## config.mk

```make
export PLATFORM = sky130hd
export DESIGN_NAME = fetch_ctrl_flat
export DESIGN_NICKNAME = d
export VERILOG_FILES = /design/src/rtl/fetch_ctrl_if.sv /design/src/rtl/fetch_ctrl.sv /design/src/flat_wrapper.sv
export SDC_FILE = /design/constraint.sdc
export NUM_CORES = 1
export LEC_CHECK = 0
export ABC_AREA = 1
export CAP_MARGIN = 30
export CELL_PAD_IN_SITES_DETAIL_PLACEMENT = 2
export CELL_PAD_IN_SITES_GLOBAL_PLACEMENT = 2
export CORE_ASPECT_RATIO = 0.7
export CORE_MARGIN = 2
export CORE_UTILIZATION = 29
export CTS_CLUSTER_DIAMETER = 100
export DETAILED_ROUTE_END_ITERATION = 7
export PLACE_DENSITY = 0.94
export SLEW_MARGIN = 10
export SYNTH_ARGS = -nofsm -noshare
export SYNTH_HDL_FRONTEND = slang
export SYNTH_SLANG_ARGS = --single-unit
```

## constraint.sdc

```tcl
create_clock -name clk -period 7.1 [get_ports clk]
set_input_delay 1.065 -clock clk [delete_from_list [all_inputs] [get_ports clk]]
set_output_delay 1.065 -clock clk [all_outputs]
set_load 0.02 [all_outputs]
```

## src/rtl/fetch_ctrl_if.sv

```systemverilog
// Bundles the imem request/response channel and the IF/ID output channel.
// master = fetch controller side, slave = memory / downstream side.
interface fetch_ctrl_if #(
  parameter int XLEN = 32
);
  logic            imem_req_valid;
  logic            imem_req_ready;
  logic [XLEN-1:0] imem_req_addr;
  logic            imem_rsp_valid;
  logic [31:0]     imem_rsp_data;
  logic            if_valid;
  logic            if_ready;
  logic [31:0]     if_instr;
  logic [XLEN-1:0] if_pc;

  modport master (
    output imem_req_valid, imem_req_addr, if_valid, if_instr, if_pc,
    input  imem_req_ready, imem_rsp_valid, imem_rsp_data, if_ready
  );

  modport slave (
    input  imem_req_valid, imem_req_addr, if_valid, if_instr, if_pc,
    output imem_req_ready, imem_rsp_valid, imem_rsp_data, if_ready
  );
endinterface

```

## src/rtl/fetch_ctrl.sv

```systemverilog
// IF-stage fetch sequencer: one outstanding imem request, PC step/redirect control,
// stale-response discard after redirects and a sticky imem timeout flag.
module fetch_ctrl #(
  parameter int          XLEN        = 32,
  parameter int          TIMEOUT_CYC = 255,
  parameter logic [31:0] NOP_INSTR   = 32'h0000_0013
) (
  input  logic            clk,
  input  logic            reset,
  input  logic [XLEN-1:0] pc,
  input  logic            redirect_valid,
  output logic            pc_en,
  output logic            pc_stall,
  output logic            fetch_err,
  fetch_ctrl_if.master    bus
);
  typedef enum logic [2:0] {S_IDLE, S_REQ, S_WAIT, S_DROP, S_HOLD, S_ERR} state_t;

  localparam logic [15:0] CNT_LAST = 16'(TIMEOUT_CYC - 1);

  state_t          state, state_nxt;
  logic [15:0]     cnt, cnt_nxt;
  logic [XLEN-1:0] pc_q;
  logic            req_v, fire, timeout, load_if, clr_if, set_err;
  logic            if_v_q, err_q;
  logic [31:0]     instr_q;
  logic [XLEN-1:0] if_pc_q;

  // Counter value before this edge; reaching TIMEOUT_CYC on this edge is a timeout.
  assign timeout = (cnt == CNT_LAST);

  always_comb begin
    state_nxt = state;
    cnt_nxt   = cnt;
    req_v     = 1'b0;
    fire      = 1'b0;
    load_if   = 1'b0;
    clr_if    = 1'b0;
    set_err   = 1'b0;
    case (state)
      S_IDLE: state_nxt = S_REQ;
      S_REQ: begin
        req_v   = ~redirect_valid;
        fire    = req_v & bus.imem_req_ready;
        cnt_nxt = '0;
        if (fire) state_nxt = S_WAIT;
      end
      S_WAIT: begin
        cnt_nxt = cnt + 16'd1;
        if (bus.imem_rsp_valid && !redirect_valid) begin
          load_if   = 1'b1;
          cnt_nxt   = '0;
          state_nxt = S_HOLD;
        end else if (bus.imem_rsp_valid) begin
          cnt_nxt   = '0;
          state_nxt = S_REQ;
        end else if (timeout) begin
          set_err   = 1'b1;
          state_nxt = S_ERR;
        end else if (redirect_valid) begin
          state_nxt = S_DROP;
        end
      end
      S_DROP: begin
        // Response belongs to a squashed fetch; redirects here only reload PC.
        cnt_nxt = cnt + 16'd1;
        if (bus.imem_rsp_valid) begin
          cnt_nxt   = '0;
          state_nxt = S_REQ;
        end else if (timeout) begin
          set_err   = 1'b1;
          state_nxt = S_ERR;
        end
      end
      S_HOLD: begin
        if (bus.if_ready || redirect_valid) begin
          clr_if    = 1'b1;
          state_nxt = S_REQ;
        end
      end
      S_ERR:   state_nxt = S_ERR;
      default: state_nxt = S_IDLE;
    endcase
  end

  assign pc_en              = (state != S_IDLE) && (state != S_ERR) && (fire || redirect_valid);
  assign pc_stall           = ~pc_en;
  assign bus.imem_req_valid = req_v;
  assign bus.imem_req_addr  = pc;
  assign bus.if_valid       = if_v_q;
  assign bus.if_instr       = instr_q;
  assign bus.if_pc          = if_pc_q;
  assign fetch_err          = err_q;

  always_ff @(posedge clk or posedge reset) begin
    if (reset) begin
      state   <= S_IDLE;
      cnt     <= '0;
      pc_q    <= '0;
      if_v_q  <= 1'b0;
      instr_q <= NOP_INSTR;
      if_pc_q <= '0;
      err_q   <= 1'b0;
    end else begin
      state <= state_nxt;
      cnt   <= cnt_nxt;
      if (fire) pc_q <= pc;
      if (load_if) begin
        if_v_q  <= 1'b1;
        instr_q <= bus.imem_rsp_data;
        if_pc_q <= pc_q;
      end else if (clr_if) begin
        if_v_q <= 1'b0;
      end
      if (set_err) err_q <= 1'b1;
    end
  end
endmodule
```

## src/flat_wrapper.sv

```systemverilog
// flat-port wrapper written by rule: the top's interface ports become plain ports
module fetch_ctrl_flat 
#(
  parameter int          XLEN        = 32,
  parameter int          TIMEOUT_CYC = 255,
  parameter logic [31:0] NOP_INSTR   = 32'h0000_0013
)
  (clk, reset, pc, redirect_valid, pc_en, pc_stall, fetch_err, bus_imem_req_valid, bus_imem_req_addr, bus_if_valid, bus_if_instr, bus_if_pc, bus_imem_req_ready, bus_imem_rsp_valid, bus_imem_rsp_data, bus_if_ready);
  fetch_ctrl_if #(.XLEN(XLEN)) bus_i ();
  input  logic clk;
  input  logic reset;
  input  logic [XLEN-1:0] pc;
  input  logic redirect_valid;
  output logic pc_en;
  output logic pc_stall;
  output logic fetch_err;
  output wire logic [$bits(bus_i.imem_req_valid)-1:0] bus_imem_req_valid;
  output wire logic [$bits(bus_i.imem_req_addr)-1:0] bus_imem_req_addr;
  output wire logic [$bits(bus_i.if_valid)-1:0] bus_if_valid;
  output wire logic [$bits(bus_i.if_instr)-1:0] bus_if_instr;
  output wire logic [$bits(bus_i.if_pc)-1:0] bus_if_pc;
  input wire logic [$bits(bus_i.imem_req_ready)-1:0] bus_imem_req_ready;
  input wire logic [$bits(bus_i.imem_rsp_valid)-1:0] bus_imem_rsp_valid;
  input wire logic [$bits(bus_i.imem_rsp_data)-1:0] bus_imem_rsp_data;
  input wire logic [$bits(bus_i.if_ready)-1:0] bus_if_ready;
  assign bus_imem_req_valid = bus_i.imem_req_valid;
  assign bus_imem_req_addr = bus_i.imem_req_addr;
  assign bus_if_valid = bus_i.if_valid;
  assign bus_if_instr = bus_i.if_instr;
  assign bus_if_pc = bus_i.if_pc;
  assign bus_i.imem_req_ready = bus_imem_req_ready;
  assign bus_i.imem_rsp_valid = bus_imem_rsp_valid;
  assign bus_i.imem_rsp_data = bus_imem_rsp_data;
  assign bus_i.if_ready = bus_if_ready;
  fetch_ctrl #(.XLEN(XLEN), .TIMEOUT_CYC(TIMEOUT_CYC), .NOP_INSTR(NOP_INSTR)) u_core (.clk(clk), .reset(reset), .pc(pc), .redirect_valid(redirect_valid), .pc_en(pc_en), .pc_stall(pc_stall), .fetch_err(fetch_err), .bus(bus_i));
endmodule
```

[Yosys cells after proc, flatten, opt, wreduce, memory -nomap -nowiden]
Cells that the tools add are included.
W data, S select, Z words.
Storage, ports and cells
  register bits after elaboration: 117
  bits of input ports: 70
  output and inout bits: 101
  logic and storage cells: 57
Cells by class
  add/subtract/negate cells: 1
  equal/unequal tests: 11
  muxes and demuxes: 24
  bitwise logic cells: 3
  reductions and logical operators: 11
Operator list (number)
  $pmux W16 S3: 1
  $mux W16: 2
  $mux W3: 8
  $pmux W3 S6: 1
  $add A16 B1 Y16 const B: 1
  $eq A16 B8 Y1 const B: 1
  $mux W1: 11
  $eq A3 B2 Y1 const B: 2
  $eq A3 B3 Y1 const B: 2
  $reduce_bool A3 Y1: 2
  $ne A5 B3 Y1 const B: 1
  $ne A2 B1 Y1 const B: 2
  $reduce_and A4 Y1: 1
  $eq A3 B1 Y1 const B: 1
  $logic_and A1 B1 Y1: 3
  $logic_not A3 Y1: 1
  $ne A3 B2 Y1 const B: 1
  $ne A3 B3 Y1 const B: 1
  $logic_or A1 B1 Y1: 2
  $not A1 Y1: 2
  $pmux W1 S2: 1
  $reduce_bool A2 Y1: 1
  $and A1 B1 Y1: 1
  $logic_not A1 Y1: 1

[Logic depth before layout (Yosys ltp)]
  word-level depth: 6
  mapped depth: 10
  gate-level depth less buffers: 10

[Worst setup path before layout]
No wires, ideal clock.
  kind: input to output
  start point: input bus_imem_req_ready
  end point: output pc_stall
  data arrival time: 1849 ps
  data required time: 6035 ps
  slack: 4186 ps
  stages: 7
  buffers on the path: 1
  cells stage by stage: inv_1 nor2_1 nand2_1 buf_2 nand2_1 and2_1 inv_1
On the way
  word-level cells in the longest chain between the ends: 5
RTL lines
  start: declaration: RTL line flat_wrapper.sv:22  | input wire logic [$bits(bus_i.imem_req_ready)-1:0] bus_imem_req_ready;
  $and A1 B1 Y1: RTL line fetch_ctrl.sv:44  | fire = req_v & bus.imem_req_ready;
  $mux W1: RTL line fetch_ctrl.sv:40  | case (state)
  $logic_or A1 B1 Y1: RTL line fetch_ctrl.sv:86  | assign pc_en = (state != S_IDLE) && (state != S_ERR) && (fire || redirect_valid);
  $logic_and A1 B1 Y1: RTL line fetch_ctrl.sv:86
  net pc_en: RTL line flat_wrapper.sv:14  | output logic pc_en;
  $not A1 Y1: RTL line fetch_ctrl.sv:87  | assign pc_stall = ~pc_en;
  end: declaration: RTL line flat_wrapper.sv:15  | output logic pc_stall;
The timed path passes the listed nets, and every way through them passes these cells.

[Final worst setup path]
  start point: input redirect_valid
  end point: output pc_stall
On the way
  word-level cells in the longest chain between the ends: 6
RTL lines
  start: declaration: RTL line flat_wrapper.sv:13  | input logic redirect_valid;
  $not A1 Y1: RTL line fetch_ctrl.sv:43  | req_v = ~redirect_valid;
  $and A1 B1 Y1: RTL line fetch_ctrl.sv:44
  $mux W1: RTL line fetch_ctrl.sv:40
  $logic_or A1 B1 Y1 *: RTL line fetch_ctrl.sv:86
  $logic_and A1 B1 Y1 *: RTL line fetch_ctrl.sv:86
  $not A1 Y1 *: RTL line fetch_ctrl.sv:87
Every way passes the cells marked *; elsewhere a longest branch is shown, timed or not.

==> flow_summary.ini <==
[die]
dieHeight_um = 115
fp-row-count = 40
dieArea_um2 = 18700
core-area_um2 = 17200
initial_utilization = 0.297
die_w_um = 162
io_pins = 171

[synthesis]
synth_nets = 597
synthCells = 525
ys_seq_elements = 117
synthXorXnorAreaFrac = 0.00516
avgSynthCellArea_um2 = 9.70
synth_compound_area_frac = 0.0894
yosys.area_share.simple = 0.136
synthAdderAreaFrac = 0.00491
ys_seq_area_frac = 0.576
muxShareOfSynthArea = 0.0707
synth.cell_area_um2 = 5090
synth_top_family_by_area = simple AND/OR/NAND/NOR gates
synth_cell_types = 30
yosysWarningCount = 0

[worst_setup_path]
worstPathMaxFanout = 4
cpMaxStageDelayCell = clkdlybuf4s50_1
critPathMostFrequentCell = clkdlybuf4s50_1
path_class = input port to output port
critPathLaunch = redirect_valid
slowest_delay_ns = 0.61
worstPathArrival_ns = 2.69
crit_required_ns = 6.03
r2r_cells = 6
endpoint_kind = output port
cp-start-kind = input port
r2r_start = u_core.state[2]
crit_chain = clkdlybuf4s50_1 -> nor2_1 -> nand2_2 -> nand2_1 -> and2_1 -> inv_1 -> clkdlybuf4s50_1
ff2ff_setup_slack_ns = 4.89
r2r-end = u_core.bus.if_instr[16]
endpoint = pc_stall

[placement]
place.gp.congestion = 0.832
hpwl_um = 11600
place.port_buffers = 170

[pwr]
power.share.switching = 0.351
p_comb_frac = 0.370
p_int_mw = 2.06
p_sw_mw = 1.11
peakVddDrop_mv = 0.162
seq_power_share = 0.345
power_density_nw_per_um2 = 430
leakage_nw = 3.39
clockPowerShare = 0.285

[route]
viasPerCell = 4.52
ant_nets = 0
dr.first_iter.drc_count = 102
drt-total-wl_um = 15600
drc = 0
wl_per_cell_um = 17.2
dr.pass1.iters = 4
vias = 4121

[clock_network]
clk_latency_ns = 0.41
htree_num_levels = 4
holdBufCountCts = 0
cts.path.max_buffers = 2
cts_tree = built
cts_resized = 0
clk_pin_slew_ns = 0.06
postCtsSetupRepairBufs = 0
cts_num_sinks = 117
root_buffer = clkbuf_16
numCtsBuffers = 17

[timing]
tightest_slew_ns = 0.837
finalCriticalPeriod_ns = 3.76
hold_viol = 0
period_share = 0.529
final.setup_skew_ns = 0.00831
tns_ns = 0
max_freq_mhz = 266
slew_headroom = 0.442
grt_setup_unrepaired = no
setup_viol = 0
finalMaxSlewViolations = 0

[status]
status = completed

[grt]
grt_pass1_wl_um = 25700
grt_pass1_vias = 4804
grt_max_degree = 65
grt_remaining_overflow = 0
antenna_found_initial = 0
track_usage = 0.178

[final_layout]
fill_cells = 1834
final_util = 0.430
diodes = 0
mostFrequentLayoutCells = 170 x clkdlybuf4s50_1, 114 x dfrtp_1, 81 x nand2_1
final_common_cell = clkdlybuf4s50_1
areaGrowthSynthToFinish_pct = 44.9
nets = 739
drive_gt1_frac = 0.112

[hold_path]
hold_path.class = register to register

[run]
drv_cap = 0
-- how the worst min path moves through the flow --
stage	startpoint	endpoint	slack [ns]	cells after the start
2_1_floorplan	u_core.cnt[3]	u_core.cnt[3]	0.45	1
3_3_place_gp	u_core.bus.if_pc[5]	u_core.bus.if_pc[5]	0.47	2
3_5_place_dp	u_core.bus.if_pc[9]	u_core.bus.if_pc[9]	0.49	2
4_1_cts	u_core.bus.if_pc[9]	u_core.bus.if_pc[9]	0.50	2
5_1_grt	u_core.bus.if_instr[20]	u_core.bus.if_instr[20]	0.51	1
6_report	u_core.bus.if_pc[9]	u_core.bus.if_pc[9]	0.50	2
-- cell usage after synthesis (all sizes together) --
| master | count | area [um2] |
|---|---|---|
| dfrtp | 114 | 2850 |
| nand2 | 82 | 308 |
| nor2 | 67 | 256 |
| inv | 63 | 236 |
| buf | 44 | 324 |
| o21ai | 43 | 215 |
| a21oi | 38 | 190 |
| mux2 | 32 | 360 |
| nand3 | 12 | 72.6 |
| clkbuf | 6 | 42.5 |
| o21bai | 4 | 30.0 |
| dfstp | 3 | 78.8 |
| nor3 | 3 | 15.0 |
| a31oi | 2 | 12.5 |
| ha | 2 | 25.0 |
| nand4 | 2 | 12.5 |
| nor3b | 2 | 15.0 |
| xor2 | 2 | 17.5 |
| and2 | 1 | 6.26 |
| nor4 | 1 | 6.26 |
| o21a | 1 | 7.51 |
| xnor2 | 1 | 8.76 |
-- final cells by class --
type                       count  area (um2)  share of cell area
clock inverter                13         171              0.0232
sequential                   117        2930               0.397
inverter                      63         239              0.0324
multi-input combinational    295        1560               0.212
tap                          231         289              0.0392
timing repair buffer         173        1740               0.235
clock buffer                  19         453              0.0614
-- power by group through the flow --
stage / registers, mW / logic, mW / clock network [mW]
6_report: 1.10 / 1.17 / 0.905
2_1_floorplan: 1.29 / 0.417 / 0
4_1_cts: 1.10 / 1.20 / 0.932
3_3_place_gp: 1.08 / 1.12 / 0
3_5_place_dp: 1.11 / 1.19 / 0
5_1_grt: 1.13 / 1.28 / 0.962
-- state kept, by name, indices dropped and copies added, names as in the netlist --
register / flops
u_core.cnt: 16
u_core.state: 3
u_core.bus.if_pc: 32
u_core.bus.if_valid: 1
u_core.bus.if_instr: 32
u_core.fetch_err: 1
u_core.pc_q: 32
-- kinds of logic (layout without fill, tap and decap cells) --
| family | Yosys count | in the layout |
|---|---|---|
| adder cells (fa/ha/maj) | 2 | 2 |
| AND/OR/NAND/NOR | 170 | 170 |
| XOR/XNOR | 3 | 3 |
| AO/OA/AOI/OAI | 88 | 88 |
| multiplexers | 32 | 32 |
| flip-flops | 117 | 117 |
| buffers and inverters | 113 | 268 |
-- per-layer routing --
| metal | up-vias | wire length [um] | GRT usage |
|---|---|---|---|
| li1 | 1921 | - | - |
| met1 | 2069 | 6510 | 0.205 |
| met2 | 115 | 8150 | 0.324 |
| met3 | 16 | 782 | 0.0440 |
| met4 | 0 | 198 | 0.0608 |
| met5 | - | 0 | 0 |
-- critical path: cells and delay by family --
family	cells	cell delay [ns]
buffers and inverters	3	1.21
and+or+nand+nor	4	0.42
-- stage by stage --
step           cells  setup slack [ns]  hold WS (ns)  cell area, um2  total power [mW]
2_1_floorplan    525              2.94         0.455            5090              1.70
6_report         911              3.34         0.497            7380              3.17
3_3_place_gp     878              3.46         0.466            6740              2.20
4_1_cts          911              3.32         0.501            7380              3.23
5_1_grt          911              3.28         0.514            7380              3.37
3_5_place_dp     879              3.33         0.486            6760              2.30
(Power assumes the default switching activity.)
